File: src/rtl/imm_gen_stage.sv
// Immediate generator for RV32I/RV64I formats feeding a DEPTH-entry decode->execute FIFO.
// Both sides use valid/ready handshakes so decode and execute can stall independently.
module imm_gen_stage #(
    parameter int unsigned DATA_WIDTH = 32,
    parameter int unsigned DEPTH      = 2,
    localparam int unsigned CNT_W     = $clog2(DEPTH + 1)
) (
    input  logic                  clk,
    input  logic                  rst_n,
    input  logic [31:0]           InstrD,
    input  logic [2:0]            ImmSrcD,
    input  logic                  ValidD,
    output logic                  ReadyD,
    input  logic                  FlushE,
    output logic [DATA_WIDTH-1:0] ImmExtE,
    output logic                  ImmIllegalE,
    output logic                  ValidE,
    input  logic                  ReadyE,
    output logic [CNT_W-1:0]      CountE
);

    localparam int unsigned PTR_W = $clog2(DEPTH);

    logic [63:0]         imm_wide;
    logic                illegal;
    logic                s;
    logic [DATA_WIDTH:0] wdata;

    assign s = InstrD[31];

    // Extend to 64 bits once, then truncate to DATA_WIDTH.
    always_comb begin
        imm_wide = '0;
        illegal  = 1'b0;
        case (ImmSrcD)
            3'b000: imm_wide = {{52{s}}, InstrD[31:20]};
            3'b001: imm_wide = {{32{s}}, InstrD[31:12], 12'b0};
            3'b010: imm_wide = {{52{s}}, InstrD[31:25], InstrD[11:7]};
            3'b011: imm_wide = {{52{s}}, InstrD[7], InstrD[30:25], InstrD[11:8], 1'b0};
            3'b100: imm_wide = {{44{s}}, InstrD[19:12], InstrD[20], InstrD[30:21], 1'b0};
            3'b101: begin
                if (DATA_WIDTH == 64) imm_wide = {58'b0, InstrD[25:20]};
                else                  imm_wide = {59'b0, InstrD[24:20]};
            end
            3'b110: imm_wide = {59'b0, InstrD[19:15]};
            default: illegal = 1'b1;
        endcase
    end

    assign wdata = {illegal, imm_wide[DATA_WIDTH-1:0]};

    logic [PTR_W-1:0] wr_ptr_q, wr_ptr_d;
    logic [PTR_W-1:0] rd_ptr_q, rd_ptr_d;
    logic [CNT_W-1:0] cnt_q, cnt_d;
    logic             push, pop;

    assign ReadyD = (cnt_q < CNT_W'(DEPTH));
    assign ValidE = (cnt_q != '0);
    assign CountE = cnt_q;
    assign push   = ValidD & ReadyD & ~FlushE;
    assign pop    = ValidE & ReadyE;

    always_comb begin
        wr_ptr_d = wr_ptr_q;
        rd_ptr_d = rd_ptr_q;
        cnt_d    = cnt_q;
        if (FlushE) begin
            wr_ptr_d = '0;
            rd_ptr_d = '0;
            cnt_d    = '0;
        end else begin
            // Explicit wrap: DEPTH need not be a power of two.
            if (push) wr_ptr_d = (wr_ptr_q == PTR_W'(DEPTH - 1)) ? '0 : wr_ptr_q + PTR_W'(1);
            if (pop)  rd_ptr_d = (rd_ptr_q == PTR_W'(DEPTH - 1)) ? '0 : rd_ptr_q + PTR_W'(1);
            if (push && !pop)      cnt_d = cnt_q + CNT_W'(1);
            else if (!push && pop) cnt_d = cnt_q - CNT_W'(1);
        end
    end

    always_ff @(posedge clk or negedge rst_n) begin
        if (!rst_n) begin
            wr_ptr_q <= '0;
            rd_ptr_q <= '0;
            cnt_q    <= '0;
        end else begin
            wr_ptr_q <= wr_ptr_d;
            rd_ptr_q <= rd_ptr_d;
            cnt_q    <= cnt_d;
        end
    end

    // Only entry 0 is reset so the head reads zero out of reset.
    logic [DATA_WIDTH:0] entry0_q;
    logic [DATA_WIDTH:0] mem_q   [DEPTH-1];
    logic [DATA_WIDTH:0] entries [DEPTH];
    logic [DATA_WIDTH:0] head;

    always_ff @(posedge clk or negedge rst_n) begin
        if (!rst_n) begin
            entry0_q <= '0;
        end else if (push && wr_ptr_q == '0) begin
            entry0_q <= wdata;
        end
    end

    always_ff @(posedge clk) begin
        for (int i = 1; i < DEPTH; i++) begin
            if (push && wr_ptr_q == PTR_W'(i)) mem_q[i-1] <= wdata;
        end
    end

    always_comb begin
        entries[0] = entry0_q;
        for (int i = 1; i < DEPTH; i++) entries[i] = mem_q[i-1];
    end

    assign head        = entries[rd_ptr_q];
    assign ImmExtE     = head[DATA_WIDTH-1:0];
    assign ImmIllegalE = head[DATA_WIDTH];

endmodule

File: config.mk
export PLATFORM = sky130hd
export DESIGN_NAME = imm_gen_stage
export DESIGN_NICKNAME = d
export VERILOG_FILES = /design/src/rtl/imm_gen_stage.sv
export SDC_FILE = /design/constraint.sdc
export NUM_CORES = 1
export LEC_CHECK = 0
export ABC_CLOCK_PERIOD_IN_PS = 4000
export CAP_MARGIN = 20
export CORE_MARGIN = 5
export CORE_UTILIZATION = 41
export CTS_CLUSTER_DIAMETER = 150
export DETAILED_ROUTE_END_ITERATION = 10
export PLACE_DENSITY = 0.77
export SETUP_SLACK_MARGIN = 0.5
export SYNTH_ARGS = -nofsm -noshare
export SYNTH_HDL_FRONTEND = slang
export SYNTH_SLANG_ARGS = --single-unit
File: constraint.sdc
create_clock -name clk -period 4 [get_ports clk]
set_input_delay 0.4 -clock clk [delete_from_list [all_inputs] [get_ports clk]]
set_output_delay 0.4 -clock clk [all_outputs]
set_load 0.05 [all_outputs]
==> results of run 1 <==
synth_stat cells (2+ instances only):
| master | count | area share [%] |
|---|---|---|
| sky130_fd_sc_hd__a211o_1 | 9 | 2.2 |
| sky130_fd_sc_hd__mux2_4 | 18 | 7.6 |
| sky130_fd_sc_hd__o21ai_1 | 11 | 1.5 |
| sky130_fd_sc_hd__o31ai_1 | 4 | 0.84 |
| sky130_fd_sc_hd__nor2_1 | 8 | 0.84 |
| sky130_fd_sc_hd__clkbuf_1 | 6 | 0.63 |
| sky130_fd_sc_hd__inv_1 | 15 | 1.6 |
| sky130_fd_sc_hd__and2_1 | 7 | 1.2 |
| sky130_fd_sc_hd__a21oi_1 | 5 | 0.70 |
| sky130_fd_sc_hd__edfxtp_1 | 33 | 28 |
| sky130_fd_sc_hd__nor2b_1 | 3 | 0.53 |
| sky130_fd_sc_hd__o21ai_0 | 3 | 0.42 |
| sky130_fd_sc_hd__nand2_1 | 15 | 1.6 |
| sky130_fd_sc_hd__buf_1 | 3 | 0.32 |
| sky130_fd_sc_hd__buf_6 | 4 | 1.3 |
| sky130_fd_sc_hd__buf_2 | 8 | 1.1 |
| sky130_fd_sc_hd__nand2b_1 | 4 | 0.70 |
| sky130_fd_sc_hd__mux2_2 | 33 | 10 |
| sky130_fd_sc_hd__xor2_1 | 2 | 0.49 |
| sky130_fd_sc_hd__buf_4 | 2 | 0.42 |
| sky130_fd_sc_hd__a22oi_1 | 11 | 2.3 |
| sky130_fd_sc_hd__a221oi_1 | 5 | 1.2 |
| sky130_fd_sc_hd__mux2i_1 | 2 | 0.56 |
| sky130_fd_sc_hd__nor3b_1 | 2 | 0.42 |
| sky130_fd_sc_hd__dfrtp_1 | 37 | 26 |
| sky130_fd_sc_hd__nor4bb_1 | 17 | 4.8 |
worst register-to-register path: cells and delay by family (launching register included):
family	cells	cell delay, ns
flip-flops	1	0.44
AND/OR/NAND/NOR	1	0.87
multiplexers	1	0.41
worst paths after layout:
kind / depth (start not counted) / slack [ns] / endpoint
worst max-delay path: 3 / 1.36 / ImmExtE[15]
worst min-delay path: 1 / 0.19 / entry0_q[8]
worst max register to register: 2 / 2.16 / entry0_q[7]
worst min register to register: 2 / 0.48 / entry0_q[4]
max in group asynchronous: 1 / 3.26 / entry0_q[22]
min in group clk: 2 / 0.48 / entry0_q[4]
final cells by class:
| class | instances | area (µm²) |
|---|---|---|
| repair buffers | 76 | 738.2 |
| flip-flops and latches | 70 | 1917 |
| fillers | 753 | 4094 |
| clock inverters | 5 | 47.55 |
| multi-input cells | 169 | 1454 |
| well taps | 108 | 135.1 |
| clock buffers | 11 | 151.4 |
| inverters | 15 | 56.30 |
metrics by stage:
stage	util (%)	setup slack [ns]	instance area, µm²
floorplan	-	1.850	3561
global placement	49.96	1.340	4293
detailed placement	50.04	1.652	4300
CTS	52.36	1.318	4499
global route	52.36	1.272	4499
finish	52.36	1.359	4499
cell families (layout without fill, tap and decap cells):
group                  after synthesis  after routing
buffers and inverters               38            107
AND/OR/NAND/NOR                     64             64
AO/OA/AOI/OAI                       49             49
multiplexers                        53             53
flip-flops                          70             70
XOR/XNOR                             3              3
power by group through the flow:
stage	clock [mW]	combinational (mW)	sequential, mW
2_1_floorplan	0	0.541	0.884
3_3_place_gp	0	0.762	0.888
3_5_place_dp	0	0.769	0.893
4_1_cts	0.586	0.772	0.879
5_1_grt	0.609	0.807	0.887
6_report	0.572	0.765	0.878
sequential cells by signal, summed over array words and instances (netlist names):
name	flops
CountE	2
entry0_q	33
mem_q	33
rd_ptr_q	1
wr_ptr_q	1
layer usage:
metal | vias to the layer above | wire length, µm | GRT usage (%)
li1 | 1159 | - | -
met1 | 1158 | 3363 | 18.83
met3 | 8 | 420 | 2.280
met5 | - | 0 | 0
met4 | 0 | 111 | 6.275
met2 | 64 | 3900 | 26.54
==> flow_metrics.py, run 1 <==
metrics = {
    "run_status": {
        "status": "complete, no violations",
    },
    "layout": {
        "design.final.nets": 381,
        "top_library_cells_by_usage_in_the_layout_fill_and_taps_aside": "68 x sky130_fd_sc_hd__clkdlybuf4s50_1, 37 x sky130_fd_sc_hd__dfrtp_1, 33 x sky130_fd_sc_hd__mux2_2, 33 x sky130_fd_sc_hd__edfxtp_1, 18 x sky130_fd_sc_hd__mux2_4",
        "share_of_layout_cells_above_drive_strength_1_pct": 21.68,
        "layout.cells.non_filler": 454,
        "antenna-diode-count": 0,
        "layout.cells.most_common": "sky130_fd_sc_hd__clkdlybuf4s50_1",
        "area_growth_syn_to_layout_pct": 26.35,
    },
    "sta": {
        "fmax_ghz": 0.3787,
        "timing.max_slew.rel_slack_pct": 40.53,
        "finalHoldViolCount": 0,
        "setup_total_negative_slack_ns": 0,
        "finalMaxSlewViolations": 0,
        "period_needed_ns": 2.641,
        "grt_setup_unrepaired": "no",
        "min_period_over_period_pct": 66.02,
        "fin_skew_ns": 0.003180,
        "worst_pin_slew_ns": 0.8921,
        "finalSetupViolations": 0,
        "fin_worst_hold_slack_ns": 0.1898,
    },
    "pwr": {
        "p_total_mw": 2.215,
        "power.ir.vdd_worst_mv": 0.1634,
        "power.density_cell_area_nw_per_um2": 492.3,
        "internal_dissipation_mw": 1.469,
        "cellLeakagePower_nw": 1.920,
        "p_clk_share_pct": 25.8,
        "p_switching_uw": 745.7,
        "seq_power_share_pct": 39.7,
        "p_sw_share_pct": 33.66,
        "comb_power_share_pct": 34.5,
    },
    "floorplanning": {
        "floorplan.die_area_um2": 10650,
        "die_w_um": 103.2,
        "start_util_pct": 41.44,
        "core_area_um2": 8593,
        "fp-row-count": 34,
        "floorplan.io_pins": 77,
        "die_height_um": 103.2,
    },
    "clock_tree": {
        "cts.sink_count": 70,
        "cts_tree": "yes",
        "h-tree-depth": 3,
        "cts_resized": 0,
        "post-cts-setup-buffer-count": 0,
        "clock_latency_ns": 0.33,
        "postCtsHoldBufs": 0,
        "clkTransAtPathRegs_ns": 0.07,
        "cts_made_buffers": 9,
        "cts_max_path_buffers": 2,
        "cts_root_buf": "sky130_fd_sc_hd__clkbuf_8",
    },
    "route": {
        "dr.pass1.iters": 5,
        "avgRoutedWirePerCell_um": 17.17,
        "via_per_inst": 5.262,
        "postRouteAntennaNets": 0,
        "vias": 2389,
        "detailedRoute.firstIterationViolations": 114,
        "postRouteWirelength_mm": 7.796,
        "post-route-drc-count": 0,
    },
    "setup_path": {
        "launching_instance_or_port_of_the_critical_path": "rd_ptr_q",
        "endpoint_type_of_the_worst_setup_path": "output port",
        "worst-setup-path-type": "reg -> out",
        "crit_path_start_kind": "register",
        "path_cells": "buf_4 -> mux2_2 -> clkdlybuf4s50_1",
        "regToRegStartpoint": "CountE[1]",
        "worst_ep_arrival_time_ns": 2.24,
        "family_of_cells_with_the_greatest_summed_delay_on_the_critical_path": "buffers and inverters",
        "critical_path.slowest_cell": "sky130_fd_sc_hd__clkdlybuf4s50_1",
        "critical_path_buf_inv_count": 2,
        "crit_required_ns": 3.60,
        "worst-path-max-fanout": 33,
        "worst_path_largest_cell_delay_ns": 0.71,
    },
    "synth": {
        "post_synthesis_average_cell_area_um2": 12.86,
        "synth_top_family_by_area": "multiplexers",
        "synthCells": 277,
        "async_flop_share_pct": 52.86,
        "synth_compound_area_share_pct": 9.487,
        "synthesis.nets": 317,
        "syn_area_um2": 3561,
        "synth_seq_cells": 70,
        "synth-edff-count": 33,
        "yosys_most_used_dff": "sky130_fd_sc_hd__dfrtp_1",
        "synth_adder_area_share_pct": 0,
        "ys_types": 36,
        "synth_mux_area_share_pct": 18.59,
        "register_area_share_after_synthesis_pct": 53.83,
        "post_synth_and_or_nand_nor_area_fraction_pct": 12.02,
        "post_synthesis_share_of_cell_area_spent_on_xor_and_xnor_gates_pct": 0.7379,
        "synth-warning-count": 0,
    },
    "placed_design": {
        "port-buffer-count": 69,
        "gpl.final_weighted_congestion": 0.8063,
        "hpwlAfterDp_mm": 5.204,
        "place_inst": 438,
    },
    "global_route": {
        "grt_antenna_before_repair": 0,
        "gr_overflow_total": 0,
        "grt_max_degree": 49,
        "grtUsageTotal_pct": 15.21,
        "via_count_of_the_first_global_routing_pass": 2463,
        "grt_first_pass_wirelength_mm": 12.34,
    },
    "min_path": {
        "min_delay_worst_type": "in -> async",
    },
    "run": {
        "cap_viol_max_count": 0,
    },
}
Note: power is estimated with default switching activity, not from simulation.
==> run 2, diff against run 1 <==
--- a/config.mk
+++ b/config.mk
@@ -5,7 +5,7 @@
 export SDC_FILE = /design/constraint.sdc
 export NUM_CORES = 1
 export LEC_CHECK = 0
-export ABC_CLOCK_PERIOD_IN_PS = 4000
+export ABC_CLOCK_PERIOD_IN_PS = 2500
 export CAP_MARGIN = 20
 export CORE_MARGIN = 5
 export CORE_UTILIZATION = 41
==> constraint.sdc (replaced) <==
create_clock -name clk -period 2.5 [get_ports clk]
set_input_delay 0.25 -clock clk [delete_from_list [all_inputs] [get_ports clk]]
set_output_delay 0.25 -clock clk [all_outputs]
set_load 0.05 [all_outputs]
==> run 2 against run 1 <==
  * Worst setup slack got worse by 0.79 ns
  * Non-clock buffer count grew 3
  * Power is 82% higher
  * Routed wire length up 1.9%
  * First-iteration DRC count decreased by 18%
  * Clock power up 91%
  * Flip-flop and latch count unchanged
  * Critical path depth down 1
  * Sequential power grew 61%
  * Largest cell class unchanged
==> flow_metrics.py, run 2 (same netlist as run 1, synthesis figures left out) <==
metrics = {
    "clock_tree": {
        "postCtsHoldBufs": 0,
        "cts_tree": "yes",
        "cts_resized": 1,
        "cts_max_path_buffers": 2,
        "post-cts-setup-buffer-count": 0,
        "cts_root_buf": "sky130_fd_sc_hd__clkbuf_8",
        "cts_made_buffers": 9,
        "clkTransAtPathRegs_ns": 0.07,
        "h-tree-depth": 3,
        "clock_latency_ns": 0.34,
        "cts.sink_count": 70,
    },
    "layout": {
        "postLayoutCellArea_um2": 4883,
        "top_library_cells_by_usage_in_the_layout_fill_and_taps_aside": "37 x sky130_fd_sc_hd__dfrtp_1, 34 x sky130_fd_sc_hd__clkdlybuf4s50_1, 33 x sky130_fd_sc_hd__mux2_2, 33 x sky130_fd_sc_hd__edfxtp_1, 32 x sky130_fd_sc_hd__buf_12",
        "layout.cells.most_common": "sky130_fd_sc_hd__dfrtp_1",
        "final_core_util_pct": 56.83,
        "design.final.nets": 384,
        "area_growth_syn_to_layout_pct": 37.14,
        "share_of_layout_cells_above_drive_strength_1_pct": 32.38,
        "antenna-diode-count": 0,
    },
    "pwr": {
        "power.density_cell_area_nw_per_um2": 825.7,
        "seq_power_share_pct": 34.8,
        "internal_dissipation_mw": 2.754,
        "p_total_mw": 4.032,
        "p_switching_mw": 1.278,
        "p_sw_share_pct": 31.69,
        "comb_power_share_pct": 38.1,
        "p_clk_share_pct": 27.1,
        "cellLeakagePower_nw": 2.116,
        "power.ir.vdd_worst_mv": 0.4312,
    },
    "placed_design": {
        "hpwlAfterDp_mm": 5.362,
        "place_area_um2": 4642,
        "gpl.final_weighted_congestion": 0.7158,
        "port-buffer-count": 69,
    },
    "sta": {
        "fin_skew_ns": 0.003803,
        "fin_worst_hold_slack_ns": 0.02813,
        "finalHoldViolCount": 0,
        "period_needed_ns": 1.928,
        "worst_pin_slew_ns": 0.8841,
        "setup_total_negative_slack_ns": 0,
        "grt_setup_unrepaired": "no",
        "fmax_ghz": 0.5188,
        "finalSetupViolations": 0,
        "timing.max_slew.rel_slack_pct": 41.06,
        "min_period_over_period_pct": 77.11,
        "finalMaxSlewViolations": 0,
    },
    "global_route": {
        "grtUsageTotal_pct": 15.82,
        "grt_first_pass_wirelength_mm": 12.87,
        "via_count_of_the_first_global_routing_pass": 2592,
        "grt_max_degree": 49,
        "grt_antenna_before_repair": 0,
        "gr_overflow_total": 0,
    },
    "setup_path": {
        "endpoint_type_of_the_worst_setup_path": "output port",
        "worst_ep_arrival_time_ns": 1.68,
        "worst-path-max-fanout": 8,
        "critical_path.slowest_cell": "sky130_fd_sc_hd__clkdlybuf4s50_1",
        "crit_required_ns": 2.25,
        "regToRegStartpoint": "CountE[1]",
        "crit_path_start_kind": "register",
        "path_cells": "inv_1 -> clkdlybuf4s50_1",
        "worst_path_largest_cell_delay_ns": 0.80,
        "worst-setup-path-type": "reg -> out",
        "flop_to_flop_setup_slack_ns": 0.62,
        "critical_path.endpoint": "ReadyD",
        "launching_instance_or_port_of_the_critical_path": "CountE[1]",
        "ff2ff_path_depth": 2,
        "worst_r2r_endpoint": "entry0_q[8]",
    },
    "run_status": {
        "status": "complete, no violations",
    },
    "floorplanning": {
        "core_area_um2": 8593,
        "die_w_um": 103.2,
        "start_util_pct": 41.44,
        "floorplan.io_pins": 77,
        "fp-row-count": 34,
        "die_height_um": 103.2,
        "floorplan.die_area_um2": 10650,
    },
    "route": {
        "wl_met1_mm": 3.331,
        "top_layer_used": "met4",
        "via_per_inst": 5.442,
        "met2_length_mm": 4.043,
        "avgRoutedWirePerCell_um": 17.39,
        "vias": 2487,
        "met3RoutedLength_um": 476,
        "dr.pass1.iters": 4,
        "post-route-drc-count": 0,
        "detailedRoute.firstIterationViolations": 93,
        "postRouteWirelength_mm": 7.947,
        "postRouteAntennaNets": 0,
    },
    "min_path": {
        "min_delay_worst_type": "in -> async",
    },
    "run": {
        "cap_viol_max_count": 0,
    },
}
-- run 2: changes by cell type in the layout (fill, tap and decap cells not counted), sizes merged --
| cell | before | now |
|---|---|---|
| bufinv | 1 | 3 |
| clkdlybuf4s50 | 68 | 34 |
| clkbuf | 11 | 10 |
| dlygate4sd2 | 0 | 1 |
| clkinv | 4 | 2 |
| buf | 8 | 44 |
| clkinvlp | 0 | 1 |
-- run 2: metrics by stage --
step / instances / setup WS [ns]
floorplan: 277 / 0.6899
global placement: 441 / 0.3635
detailed placement: 441 / 0.3285
CTS: 457 / 0.5455
global route: 457 / 0.5013
finish: 457 / 0.5723
-- run 2: how the worst min path moves through the flow --
| stage | slack (ns) | from | to |
|---|---|---|---|
| floorplan | -0.05 | rst_n | CountE[0] |
| global placement | 0.43 | rst_n | entry0_q[6] |
| detailed placement | 0.43 | rst_n | entry0_q[10] |
| CTS | 0.06 | rst_n | entry0_q[10] |
| global route | 0.10 | rst_n | entry0_q[6] |
| finish | 0.03 | rst_n | entry0_q[10] |
-- run 2: power groups by stage --
stage / combinational, mW / sequential [mW] / clock (mW)
floorplan: 0.866 / 1.41 / 0
global placement: 1.53 / 1.42 / 0
detailed placement: 1.55 / 1.43 / 0
CTS: 1.55 / 1.41 / 1.10
global route: 1.61 / 1.42 / 1.15
finish: 1.54 / 1.41 / 1.09
-- run 2: per-layer routing --
layer / up-vias / track usage, %
li1: 1168 / -
met1: 1244 / 19.55
met2: 65 / 27.63
met3: 10 / 3.219
met4: 0 / 5.378
met5: - / 0
-- run 2: layout make-up --
cell class / instances / area (µm²)
Clock buffer: 10 / 127.6
Clock inverter: 6 / 111.4
Fill cell: 715 / 3710
Inverter: 15 / 56.30
Multi-Input combinational cell: 169 / 1455
Sequential cell: 70 / 1917
Tap cell: 108 / 135.1
Timing Repair Buffer: 79 / 1081
-- run 2: worst max-delay path, delay by kind of cell, from the launching register on --
kind                   cells  cell delay, ns
DFF                        1            0.46
buffers and inverters      2            0.88
==> edit 1, RTL diff (settings of run 2) <==
Register the output `CountE` once more; this adds one clock of latency there. The other outputs are not delayed to match.
--- a/src/rtl/imm_gen_stage.sv
+++ b/src/rtl/imm_gen_stage.sv
@@ -56,7 +56,9 @@
 
     assign ReadyD = (cnt_q < CNT_W'(DEPTH));
     assign ValidE = (cnt_q != '0);
-    assign CountE = cnt_q;
+    always_ff @(posedge clk) begin
+        CountE <= cnt_q;
+    end
     assign push   = ValidD & ReadyD & ~FlushE;
     assign pop    = ValidE & ReadyE;
 
Behaviour: not the same (Yosys sat finds a counterexample within 4 cycles, from zero or initial values and one cycle with rst_n low).
==> edit 1 against run 2 <==
Synthesized area up 1.3%. Critical path depth did not move. Sequential cell count is 2 higher. First-iteration DRC count rose by 22%. Maximum frequency rose by 0.44%. Global-route usage down 0.32 points. Via count decreased by 1.6%. Wire length increased by 1.3%. Cell area hardly changed. Setup slack improved by 8.5 ps. Total power fell by 4.4%. Non-clock buffer count fell by 1. Highest routed layer unchanged.
==> edit 1: results (changes against run 2) <==
Diodes inserted - 0 (unchanged)
clock root cell - clkbuf_8 (unchanged)
Skew-Pair Late Insertion Delay - 350 ps
Post-Layout Cell Count - 458 (was 457)
Net Count, Synth - 319 (was 317)
initial antenna violation count - 0 (unchanged)
crit path DAT - 1670 ps
biggest regs - entry0_q: 33 flops, mem_q: 33 flops
vias in the first global route - 2548 (was 2592)
metal2 WL - 3.95 mm (was 4.04 mm)
EDFF count, synth - 33 (unchanged)
outcome - finished, final reports clean (unchanged)
Slew Limit Headroom - 0.408 (was 0.411)
share of post-route cells with drive strength above 1 - 0.314 (was 0.324)
CTS Buf Count - 9 (unchanged)
skew final - 6.35 ps (was 3.80 ps)
setup bufs post-CTS - 0 (unchanged)
Final Net Count - 385 (was 384)
Top FF cell, synth - dfrtp_1 (unchanged)
input/output buffers - 69 (unchanged)
YS warnings - 0 (unchanged)
Synth cell types - 36 (unchanged)
largest net degree at the start of global routing - 49 (unchanged)
VDD IR max - 0.376 mV (was 0.431 mV)
wire length on met1 - 3.46 mm (was 3.33 mm)
Vias/cell - 5.34 (was 5.44)
1st-iter DRT viols - 113 (was 93)
ys async rst share - 0.514 (was 0.529)
post-CTS sizing - 1 (unchanged)
top routing layer used - met4 (unchanged)
met3 WL - 547 um (was 476 um)
Syn Area/Cell - 12.9 um2 (about the same)
HP Class - in2async (unchanged)
placed wire-length estimate - 5.51 mm (was 5.36 mm)
GP Congestion - 0.796 (was 0.716)
sequential element share of the synthesized area - 0.543 (was 0.538)
WL final - 8.05 mm (was 7.95 mm)
DRT Pass-1 Iters - 4 (unchanged)
most frequent cells after synthesis - dfrtp_1, edfxtp_1, mux2_2, mux2_4, nor4bb_1 (unchanged)
All-Layer GR Usage - 0.155 (was 0.158)
first-pass GRT wire length - 13.3 mm (was 12.9 mm)
H-tree levels - 3 (unchanged)
synth top area cells - edfxtp_1, dfrtp_1, mux2_2 (unchanged)
Clock transition at path regs - 70 ps (about the same)
Max clock buf depth - 2 (unchanged)
Static Leak - 2.12 nW (about the same)
worst-path maximum fanout - 8 (unchanged)
placed cells - 442 (was 441)
[edit 1: kinds of logic after synthesis]
logic type,count (synthesis),share of synthesized area
buffers and inverters,38,0.0541
DFF,72,0.543
xor gates and xnor gates,3,0.00729
AOI/OAI and AO/OA,49,0.0937
muxes,53,0.184
and+or+nand+nor,64,0.119
[edit 1: final cells by class]
cell class / instances / area (um2)
clock buffer: 13 / 170
clock inverter: 3 / 15.0
fill: 723 / 3750
inverter: 15 / 56.3
multi-input combinational: 169 / 1450
sequential: 72 / 1960
tap: 108 / 135
timing repair buffer: 78 / 1090
[edit 1: stage by stage]
| step | setup slack [ps] | cell area [um2] |
|---|---|---|
| after floorplan | 603 | 3610 |
| after global placement | 120 | 4690 |
| final | 581 | 4880 |
| after detailed placement | 318 | 4700 |
| after global routing | 526 | 4880 |
| after CTS | 566 | 4880 |
[edit 1: final timing paths]
kind	depth (start not counted)	to	start	slack (ps)
worst max-delay path	2	ReadyD	cnt_q[1]$_DFFE_PN0P_	580
min in group clk	2	entry0_q[4]$_DFFE_PN0P_	entry0_q[4]$_DFFE_PN0P_	490
worst max register to register	2	entry0_q[12]$_DFFE_PN0P_	cnt_q[1]$_DFFE_PN0P_	620
max in group asynchronous	1	entry0_q[4]$_DFFE_PN0P_	rst_n	1930
worst min register to register	2	entry0_q[4]$_DFFE_PN0P_	entry0_q[4]$_DFFE_PN0P_	490
worst min-delay path	1	entry0_q[6]$_DFFE_PN0P_	rst_n	20
[edit 1: power by group]
| part | switching, mW | total, mW | internal, mW |
|---|---|---|---|
| clock | 0.415 | 0.859 | 0.444 |
| sequential | 0.0657 | 1.44 | 1.38 |
| combinational | 0.789 | 1.56 | 0.766 |
[edit 1: worst max-delay path, stage by stage, from the launching register on]
cell and delay, ps:
dfrtp_1 450, inv_1 80, clkdlybuf4s50_1 800
[edit 1: per-layer routing]
metal  vias up  track usage
met2        78        0.252
met3         9       0.0454
met5         -            0
li1       1170            -
met1      1189        0.194
met4         0       0.0611
==> edit 2, RTL diff (config.mk and constraints of run 2) <==
Without the edit above. Set the parameter `DEPTH` to 4 (it was 2).
--- a/src/rtl/imm_gen_stage.sv
+++ b/src/rtl/imm_gen_stage.sv
@@ -2,7 +2,7 @@
 // Both sides use valid/ready handshakes so decode and execute can stall independently.
 module imm_gen_stage #(
     parameter int unsigned DATA_WIDTH = 32,
-    parameter int unsigned DEPTH      = 2,
+    parameter int unsigned DEPTH      = 4,
     localparam int unsigned CNT_W     = $clog2(DEPTH + 1)
 ) (
     input  logic                  clk,
Interface: changed (resized CountE); port bits go from 77 to 78. No check against the original RTL was run, so the function may have changed too.
==> edit 2 against run 2 <==
Global-route usage rose by 1.2 points. Sequential cell count rose by 69. Synthesized area rose by 77%. Cell area rose by 71%. Cell count rose by 43%. Sequential power rose by 100%. Wire length rose by 85%. Non-clock buffer count rose by 17. Utilization fell by 1.6 points. Critical endpoint is now ImmExtE[11]. First-iteration DRC count rose to 3.9 times the old value. Total power rose by 120%. Register-to-register slack barely moved. Setup slack got worse by 170 ps.
==> edit 2: results (changes against run 2) <==
met3 WL - 959 um (was 476 um)
sequential element share of the synthesized area - 0.629 (was 0.538)
Net Count, Synth - 408 (was 317)
nonclk inv count - 6 (was 15)
outcome - finished, final reports clean (unchanged)
R2R cell count - 4 (was 2)
multi-input combinational area share - 0.254 (was 0.298)
ys async rst share - 0.288 (was 0.529)
CP startpoint - rd_ptr_q[0]$_DFFE_PN0P_ (was CountE[1]$_DFFE_PN0P_)
post-route clock period utilization - 0.839 (was 0.771)
wire length on met1 - 6.04 mm (was 3.33 mm)
largest net degree at the start of global routing - 34 (was 49)
Place WS - 302 ps (was 328 ps)
reg2reg end - CountE[1]$_DFFE_PN0P_ (was entry0_q[8]$_DFFE_PN0P_)
metal2 WL - 7.50 mm (was 4.04 mm)
skew final - 6.77 ps (was 3.80 ps)
synth top area cells - edfxtp_1, dfrtp_1, mux4_2 (was edfxtp_1, dfrtp_1, mux2_2)
routed length per instance - 22.5 um (was 17.4 um)
Static Leak - 3.29 nW (was 2.12 nW)
Worst-Margin Slew - 545 ps (was 884 ps)
Fillers - 1126 (was 715)
DRT Pass-1 Iters - 5 (was 4)
input/output buffers - 70 (was 69)
Final Net Count - 499 (was 384)
Synth cell types - 44 (was 36)
==> edit 2: changes by cell type in the layout (fill, tap and decap cells not counted), moves of 8 or more <==
cell,delta
a22oi_1,-11
nor4bb_1,-17
mux2_2,-29
a21o_1,+19
mux4_2,+33
clkbuf_16,+19
o21ai_1,-11
nand3b_1,+13
clkbuf_8,-8
mux2_4,+12
a21oi_1,+9
a211o_1,-9
inv_1,-10
edfxtp_1,+66
==> edit 2: where the power goes <==
group          internal (mW)  total, mW  switching, mW  leakage [nW]
Sequential              2.73       2.89          0.159          1.41
Clock                   1.60       2.57          0.976         0.282
Combinational           1.76       3.49           1.73          1.60
==> edit 2: kinds of logic (layout without fill, tap and decap cells) <==
kind of cell / count (synthesis) / count (layout) / synth area share
AOI/OAI and AO/OA: 46 / 46 / 0.0540
DFF: 139 / 139 / 0.629
xor gates and xnor gates: 2 / 2 / 0.00277
buffers and inverters: 30 / 134 / 0.0356
muxes: 69 / 69 / 0.199
and+or+nand+nor: 70 / 70 / 0.0665
adders and majority gates: 6 / 6 / 0.0131
==> edit 2: what timing repair did <==
| item | CTS | global route |
|---|---|---|
| hold endpoints to repair | 18 | 0 |
| pin swaps | 0 | 1 |
| hold buffers | 1 | 0 |
| gates cloned | 3 | 2 |
| endpoints found under the setup margin | 35 | 36 |
| gates resized for setup | 5 | 2 |
| setup buffers | 2 | 1 |
==> edit 2: per-layer routing <==
layer,global-route usage,up-vias
li1,-,1585
met1,0.222,1848
met2,0.285,166
met3,0.0394,22
met4,0.0526,0
met5,0,-
==> edit 2: stage by stage <==
step | instances | hold WS, ps | cell area (um2)
CTS | 651 | 368 | 8300
finish | 654 | 356 | 8360
detailed placement | 613 | 253 | 7570
global route | 654 | 390 | 8360
floorplan | 362 | -45.6 | 6320
global placement | 613 | 246 | 7570
